**config.mk**
```make
export PLATFORM = sky130hd
export DESIGN_NAME = tdm_demux1_2_flat
export DESIGN_NICKNAME = d
export VERILOG_FILES = /design/src/rtl/tdm_demux1_2_if.sv /design/src/rtl/tdm_demux1_2.sv /design/src/flat_wrapper.sv
export SDC_FILE = /design/constraint.sdc
export NUM_CORES = 1
export LEC_CHECK = 0
export BUFFER_PORTS_ARGS = -buffer_cell sky130_fd_sc_hd__buf_2
export CAP_MARGIN = 20
export CORE_MARGIN = 2
export CORE_UTILIZATION = 49
export CTS_CLUSTER_SIZE = 10
export DETAILED_ROUTE_END_ITERATION = 6
export MAX_ROUTING_LAYER = met4
export PLACE_DENSITY_LB_ADDON = 0.08
export SYNTH_ARGS = -nofsm -noshare
export SYNTH_HDL_FRONTEND = slang
export SYNTH_SLANG_ARGS = --single-unit
```
**constraint.sdc**
```tcl
create_clock -name sys_clk -period 3.4 [get_ports sys_clk]
set_input_delay 0.34 -clock sys_clk [delete_from_list [all_inputs] [get_ports sys_clk]]
set_output_delay 0.34 -clock sys_clk [all_outputs]
set_load 0.02 [all_outputs]
```
**src/rtl/tdm_demux1_2_if.sv**
```systemverilog
// Handshake bundle for the 1:2 TDM demux.
// Interleaved beats in, registered channel pairs out.
interface tdm_demux1_2_if #(
  parameter int DATA_W = 8,
  parameter int CNT_W  = 16
);
  logic [DATA_W-1:0] in_data;
  logic              in_sof;
  logic              in_valid;
  logic              in_ready;
  logic [DATA_W-1:0] out1;
  logic [DATA_W-1:0] out2;
  logic              out_valid;
  logic              out_ready;
  logic              sync_err;
  logic [CNT_W-1:0]  pair_cnt;

  modport master (
    output in_data,
    output in_sof,
    output in_valid,
    output out_ready,
    input  in_ready,
    input  out1,
    input  out2,
    input  out_valid,
    input  sync_err,
    input  pair_cnt
  );

  modport slave (
    input  in_data,
    input  in_sof,
    input  in_valid,
    input  out_ready,
    output in_ready,
    output out1,
    output out2,
    output out_valid,
    output sync_err,
    output pair_cnt
  );
endinterface

```
**src/rtl/tdm_demux1_2.sv**
```systemverilog
// 1:2 TDM demux: pairs sof-tagged ch1 word with the next ch2 word.
// Optional hold timeout: define TDM_DEMUX_TIMEOUT_EN.
module tdm_demux1_2 #(
  parameter int DATA_W      = 8,
  parameter int CNT_W       = 16,
  parameter int TIMEOUT_CYC = 16
) (
  input logic           sys_clk,
  input logic           sys_rst_n,
  tdm_demux1_2_if.slave bus
);

  typedef enum logic {
    S_WAIT,
    S_GOT1
  } state_t;

  state_t            state;
  logic [DATA_W-1:0] hold;
  logic [DATA_W-1:0] out1_q;
  logic [DATA_W-1:0] out2_q;
  logic              out_valid_q;
  logic              sync_err_q;
  logic [CNT_W-1:0]  pair_cnt_q;

  logic in_ready;
  logic accept;
  logic consume;

  assign in_ready = !out_valid_q || bus.out_ready;
  assign accept   = bus.in_valid && in_ready;
  assign consume  = out_valid_q && bus.out_ready;

  assign bus.in_ready  = in_ready;
  assign bus.out1      = out1_q;
  assign bus.out2      = out2_q;
  assign bus.out_valid = out_valid_q;
  assign bus.sync_err  = sync_err_q;
  assign bus.pair_cnt  = pair_cnt_q;

`ifdef TDM_DEMUX_TIMEOUT_EN
  localparam int TW = $clog2(TIMEOUT_CYC + 1);
  localparam logic [TW-1:0] TMO_LAST = TW'(TIMEOUT_CYC - 1);

  logic [TW-1:0] tmo;
  logic          tmo_hit;

  // Fires on the idle edge that would bring the count to TIMEOUT_CYC.
  assign tmo_hit = (state == S_GOT1) && !accept && (tmo == TMO_LAST);

  always_ff @(posedge sys_clk or negedge sys_rst_n) begin
    if (!sys_rst_n) begin
      tmo <= '0;
    end else if (accept || state != S_GOT1 || tmo_hit) begin
      tmo <= '0;
    end else begin
      tmo <= tmo + 1'b1;
    end
  end
`else
  logic tmo_hit;
  logic unused_tmo;

  assign tmo_hit    = 1'b0;
  assign unused_tmo = (TIMEOUT_CYC != 0);
`endif

  always_ff @(posedge sys_clk or negedge sys_rst_n) begin
    if (!sys_rst_n) begin
      state       <= S_WAIT;
      hold        <= '0;
      out1_q      <= '0;
      out2_q      <= '0;
      out_valid_q <= 1'b0;
      sync_err_q  <= 1'b0;
      pair_cnt_q  <= '0;
    end else begin
      sync_err_q <= 1'b0;

      if (consume) begin
        pair_cnt_q  <= pair_cnt_q + 1'b1;
        out_valid_q <= 1'b0;
      end

      unique case (state)
        S_WAIT: begin
          if (accept) begin
            if (bus.in_sof) begin
              hold  <= bus.in_data;
              state <= S_GOT1;
            end else begin
              sync_err_q <= 1'b1;
            end
          end
        end
        S_GOT1: begin
          if (accept) begin
            if (bus.in_sof) begin
              hold       <= bus.in_data;
              sync_err_q <= 1'b1;
            end else begin
              // Load wins over a same-cycle consume.
              out1_q      <= hold;
              out2_q      <= bus.in_data;
              out_valid_q <= 1'b1;
              state       <= S_WAIT;
            end
          end else if (tmo_hit) begin
            sync_err_q <= 1'b1;
            state      <= S_WAIT;
          end
        end
      endcase
    end
  end

endmodule

```
**src/flat_wrapper.sv**
```systemverilog
// flat-port wrapper written by rule: the top's interface ports become plain ports
module tdm_demux1_2_flat 
#(
  parameter int DATA_W      = 8,
  parameter int CNT_W       = 16,
  parameter int TIMEOUT_CYC = 16
)
  (sys_clk, sys_rst_n, bus_in_data, bus_in_sof, bus_in_valid, bus_out_ready, bus_in_ready, bus_out1, bus_out2, bus_out_valid, bus_sync_err, bus_pair_cnt);
  tdm_demux1_2_if #(.DATA_W(DATA_W), .CNT_W(CNT_W)) bus_i ();
  input logic sys_clk;
  input logic sys_rst_n;
  input wire logic [$bits(bus_i.in_data)-1:0] bus_in_data;
  input wire logic [$bits(bus_i.in_sof)-1:0] bus_in_sof;
  input wire logic [$bits(bus_i.in_valid)-1:0] bus_in_valid;
  input wire logic [$bits(bus_i.out_ready)-1:0] bus_out_ready;
  output wire logic [$bits(bus_i.in_ready)-1:0] bus_in_ready;
  output wire logic [$bits(bus_i.out1)-1:0] bus_out1;
  output wire logic [$bits(bus_i.out2)-1:0] bus_out2;
  output wire logic [$bits(bus_i.out_valid)-1:0] bus_out_valid;
  output wire logic [$bits(bus_i.sync_err)-1:0] bus_sync_err;
  output wire logic [$bits(bus_i.pair_cnt)-1:0] bus_pair_cnt;
  assign bus_i.in_data = bus_in_data;
  assign bus_i.in_sof = bus_in_sof;
  assign bus_i.in_valid = bus_in_valid;
  assign bus_i.out_ready = bus_out_ready;
  assign bus_in_ready = bus_i.in_ready;
  assign bus_out1 = bus_i.out1;
  assign bus_out2 = bus_i.out2;
  assign bus_out_valid = bus_i.out_valid;
  assign bus_sync_err = bus_i.sync_err;
  assign bus_pair_cnt = bus_i.pair_cnt;
  tdm_demux1_2 #(.DATA_W(DATA_W), .CNT_W(CNT_W), .TIMEOUT_CYC(TIMEOUT_CYC)) u_core (.sys_clk(sys_clk), .sys_rst_n(sys_rst_n), .bus(bus_i));
endmodule
```
-- Word-level counts from Yosys, hierarchy flattened
Index checks and enable logic that the tools add are counted.
- register bits after elaboration: 43
- latch bits: 0
- memory bits (writable): 0
- memory bits (read-only): 0
- bits of input ports: 13
- output and inout bits: 35
- word-level logic and storage cells: 29
- memories: 0
- $add $sub $neg: 1
- multipliers: 0
- div/mod/pow operators: 0
- $lt $le $gt $ge: 0
- eq/ne operators: 0
- shift operators: 0
- mux-type cells: 13
- bitwise operators: 2
- reduce and logical (&&, ||, !) cells: 6
- operators by type and width (kind ; count):
    $add A16 B1 Y16 const B ; 1
    $mux W8 ; 2
    $mux W1 ; 9
    $pmux W1 S2 ; 2
    $reduce_and A3 Y1 ; 1
    $logic_and A1 B1 Y1 ; 2
    $not A1 Y1 ; 2
    $reduce_and A2 Y1 ; 1
    $logic_not A1 Y1 ; 1
    $logic_or A1 B1 Y1 ; 1

-- Logic depth before layout (Yosys ltp)
- word-level depth: 5
- depth in mapped cells: 5
- gate-level depth less buffers: 5

-- Worst setup path after synthesis
OpenSTA, ideal clock, no wires.
- path kind: register to register
- start: register u_core.out_valid_q (netlist: u_core.bus.out_valid)
- end: register u_core.out1_q[0] (netlist: u_core.bus.out1[0])
- setup time: 0.125 ns
- arrival time: 1.363 ns
- data required time: 3.275 ns
- setup slack: 1.912 ns
- cell stages (with the launch flop): 6
- buffers on the path: 2
- clock period less this slack: 1.488 ns
- cells stage by stage: dfrtp_1 -> nand2b_1 -> buf_6 -> nand4b_4 -> buf_6 -> mux2_4
- longest elaborated chain between the ends: 4
- RTL lines (element ; line ; RTL):
    start, declared ; tdm_demux1_2.sv:22 ; logic out_valid_q;
    start signal, assigned ; tdm_demux1_2.sv:74 ; out_valid_q <= 1'b0;
    start signal, assigned ; tdm_demux1_2.sv:82 ; out_valid_q <= 1'b0;
    start signal, assigned ; tdm_demux1_2.sv:105 ; out_valid_q <= 1'b1;
    $logic_not A1 Y1 ; tdm_demux1_2.sv:30 ; assign in_ready = !out_valid_q || bus.out_ready;
    $logic_or A1 B1 Y1 ; tdm_demux1_2.sv:30 ;
    net bus_in_ready ; flat_wrapper.sv:16 ; output wire logic [$bits(bus_i.in_ready)-1:0] bus_in_ready;
    $logic_and A1 B1 Y1 ; tdm_demux1_2.sv:31 ; assign accept = bus.in_valid && in_ready;
    $reduce_and A3 Y1 (no line) ; - ;
    end signal, assigned ; tdm_demux1_2.sv:103 ; out1_q <= hold;
    end, declared ; tdm_demux1_2.sv:20 ; logic [DATA_W-1:0] out1_q;
The timed path passes the listed nets, and every way through them passes these cells.
A chain may end at the register's enable or synchronous reset.

-- Final worst setup path
- start: register u_core.pair_cnt_q[0] (netlist: u_core.bus.pair_cnt[0])
- end: register u_core.pair_cnt_q[10] (netlist: u_core.bus.pair_cnt[10])
- longest elaborated chain between the ends: 1
- RTL lines (element ; line ; RTL):
    start, declared ; tdm_demux1_2.sv:24 ; logic [CNT_W-1:0] pair_cnt_q;
    start signal, assigned ; tdm_demux1_2.sv:81 ; pair_cnt_q <= pair_cnt_q + 1'b1;
    $add A16 B1 Y16 ; tdm_demux1_2.sv:81 ;
Every way passes these cells.

==> summary.md <==
| Metric | Value |
|---|---|
| Status | finished clean |
| # diodes | 0 |
| CP endpoint kind | flip-flop |
| Sw Pwr | between 0.4 and 0.5 mW |
| Fin area | 0.00206 mm^2 |
| Detail Route Antenna Nets | 0 |
| Crit path arrival time | 1.83 ns |
| CTS Buffer Depth | 2 |
| CTS root buffer | clkbuf_4 |
| Max stage delay on crit path | roughly 0.42 ns |
| Adder-cell share of the synthesized area | 0.717% |
| DPL Wire Length | 2.10 mm |
| PD cells | 631 mW/mm^2 |
| Flops & latches, synth | 43 |
| # port buffers | 47 |
| Post-Syn Area | 0.00175 mm^2 |
| Final-report max-slew violation count | 0 |
| Hold Path Class | in -> async |
| Clock Latency Late Sink | 0.34 ns |
| Clock power frac | 16.9% |
| Worst Path Max Fanout | 4 |
| DP Cell Count | 209 |
| Fill cell total of the finished layout | 279 |
| Vias in the first global route | 1,102 |
| First-pass GRT wire length | just under 5 mm |
| Yosys top cell area share | 61.6% |
| Drt first pass iters | 4 |
| XOR/XNOR Fraction of Synth Area | 8.03% |
| Logic pwr share | 29.8% |
| Main combinational cell family by area after synthesis | multiplexers |
| Post-synthesis compound-gate area fraction | 0% |
| Relative slew slack | between 30% and 40% |
| Routed WL per cell | 13.9 um |
| Initial Util | 51.5% |
| Post-CTS Setup Bufs | 0 |
| Worst-margin pin slew | 0.923 ns |
| Dpl ws | 1.77 ns |
| Min Tclk post-route | 1.56 ns |
| Die area | 0.00406 mm^2 |
| Vias per cell | 5.04 |
| CTS tree | built |
| Int Pwr | 0.872 mW |
| YS warnings | 0 |
| CP required | 3.66 ns |
| Area leader, netlist | dfrtp_1 |
| Simple logic cell fraction of the synthesized area | approximately a tenth |
| Setup TNS | 0 ns |
| Antenna violations before repair | 0 |
| Layout area overhead | 17.8% |
| Sequential power share | 53.4% |
| Final-stage net count | 184 |
| # Max-Cap Violations | 0 |
| Post-CTS sizing | 0 |
| H-tree Lvls | 2 |
| Max IR drop VDD | 0.346 mV |
| Average size of a mapped cell | 14.8 um^2 |
| Fraction of layout instances using a drive strength above 1 | 47.3% |
| GRT Total Usage | 16.6% |
| Sequential area share after synthesis | 61.6% |
| Number of core rows | 21 |
| Setup violations, final | 0 |
| Final GP Congestion | around 0.71 |
| Die Span X | around 64 um |
| Mapped Cells | 118 |
| Num ports | 48 |
| CP max stage cell | dfrtp_1 |
| Ranking of synthesized cells by area | dfrtp_1 62%, mux2_2 10%, mux2_4 7.7%, xnor2_1 5.0%, xor2_1 3.0% |
| Leakage | 1.08 nW |
| Routed vias | around 1,100 |
| Area post-placement | 0.00202 mm^2 |
| Multiplexer area fraction after synthesis | 18.1% |
| Final hold vios | 0 |
| Placeable Area | 0.00339 mm^2 |
| Final wirelength | 2.99 mm |
| Post-Syn Nets | around 130 |
| Final period util | between 40 and 50% |
| Crit-path cells | ha_1 -> nand3_1 -> nor3_2 -> and3_1 -> xor2_1 |
| Hold_buf cts | 0 |
| Drc violations | 0 |
| Drt initial violations | 40 |
| Post-synthesis cell type count | 19 |
| Sw Ratio | 32.9% |
| RSZ-0062 raised after global routing | false |
| Sink Count | 43 |
| Worst R2R Path Depth | 5 |
| Worst setup margin | 1.84 ns |
| Crit Path Class | reg -> reg |
| Grt total ovfl | 0 |
| Worst setup SP type | flip-flop |
| Clk slew on worst S/H paths | 0.11 ns |
| Die height | 63.7 um |
| Max Fclk | 0.640 GHz |
| Pin count of the biggest net entering global routing | 44 |
| Cts bufs inserted | 5 |
| Clock skew | 0.00498 ns |
| Final std cells w/o fill | 215 |
path summary, 6_finish.rpt:
kind | startpoint | endpoint | slack, ns
setup / recovery | u_core.bus.pair_cnt[0] | u_core.bus.pair_cnt[10] | 1.84
hold / removal | sys_rst_n | u_core.bus.pair_cnt[0] | 0.12
setup reg to reg | u_core.bus.pair_cnt[0] | u_core.bus.pair_cnt[10] | 1.84
hold reg to reg | u_core.bus.pair_cnt[15] | u_core.bus.pair_cnt[15] | 0.47
max in group asynchronous | sys_rst_n | u_core.bus.sync_err | 2.69
min in group sys_clk | bus_in_data[3] | u_core.bus.out2[3] | 0.24
flip-flops by register name, summed over array words and instances (netlist names), named ones only:
register	count
u_core.bus.pair_cnt	16
u_core.bus.out2	8
u_core.hold	8
u_core.bus.sync_err	1
u_core.bus.out_valid	1
u_core.bus.out1	8
layer usage:
| metal | track usage, % | share of wire (%) | vias to the layer above |
|---|---|---|---|
| li1 | - | - | 505 |
| met1 | 19.2 | 43 | 539 |
| met2 | 27.6 | 50 | 32 |
| met3 | 3.21 | 5.1 | 8 |
| met4 | 8.15 | 2.2 | 0 |
| met5 | - | 0 | - |
synth_stat cells, drive strengths merged:
| cell type | number |
|---|---|
| dfrtp | 43 |
| mux2 | 25 |
| nand2 | 10 |
| xnor2 | 10 |
| xor2 | 6 |
| nand3 | 4 |
| nand4 | 4 |
| nor2 | 4 |
| and3 | 3 |
| buf | 2 |
| nor3 | 2 |
| and4 | 1 |
| ha | 1 |
| inv | 1 |
| nand2b | 1 |
| nand4b | 1 |
power by group through the flow:
stage | clock network (mW) | logic, mW | registers (mW)
finish | 0.219 | 0.387 | 0.693
global route | 0.251 | 0.412 | 0.708
CTS | 0.227 | 0.393 | 0.693
detailed placement | 0 | 0.394 | 0.701
global placement | 0 | 0.383 | 0.696
floorplan | 0 | 0.145 | 0.807
stage by stage:
stage          power, mW  utilization (%)  hold WS [ns]
6_report            1.30             60.7         0.123
5_1_grt             1.37             60.7         0.184
4_1_cts             1.31             60.7         0.143
2_1_floorplan      0.953                -        0.0444
3_3_place_gp        1.08             59.5         0.454
3_5_place_dp        1.09             59.5         0.459
layout make-up:
cell class	instances	area, um^2	area share, %
clock buffer	6	41.3	2.01
sequential	43	1080	52.3
inverter	1	3.75	0.182
tap	46	57.6	2.80
timing repair buffer	47	235	11.4
multi-input combinational	72	643	31.3
layout by cell type, fill, tap and decap left out, types with 3 or more instances in the layout:
cell      Yosys  routed
clkbuf_4      0       5
nand4_1       4       4
xnor2_1      10      10
nand2_1      10      10
nor2_1        4       4
xor2_1        6       6
mux2_4        9       9
mux2_2       16      16
buf_2         0      47
dfrtp_1      43      43
nand3_1       3       3
and3_1        3       3
cells by family (layout without fill, tap and decap cells):
group,count (synthesis),after routing
xor+xnor,16,16
fa+ha+maj,1,1
buf+inv,3,54
flops,43,43
mux,25,25
simple gates,30,30
critical path: cells and delay by family, from the launching register on:
kind          cells  cell delay, ns
simple gates      3            0.73
flops             1            0.42
fa+ha+maj         1            0.17
xor+xnor          1            0.16
Note: power is estimated with default switching activity, not from simulation.
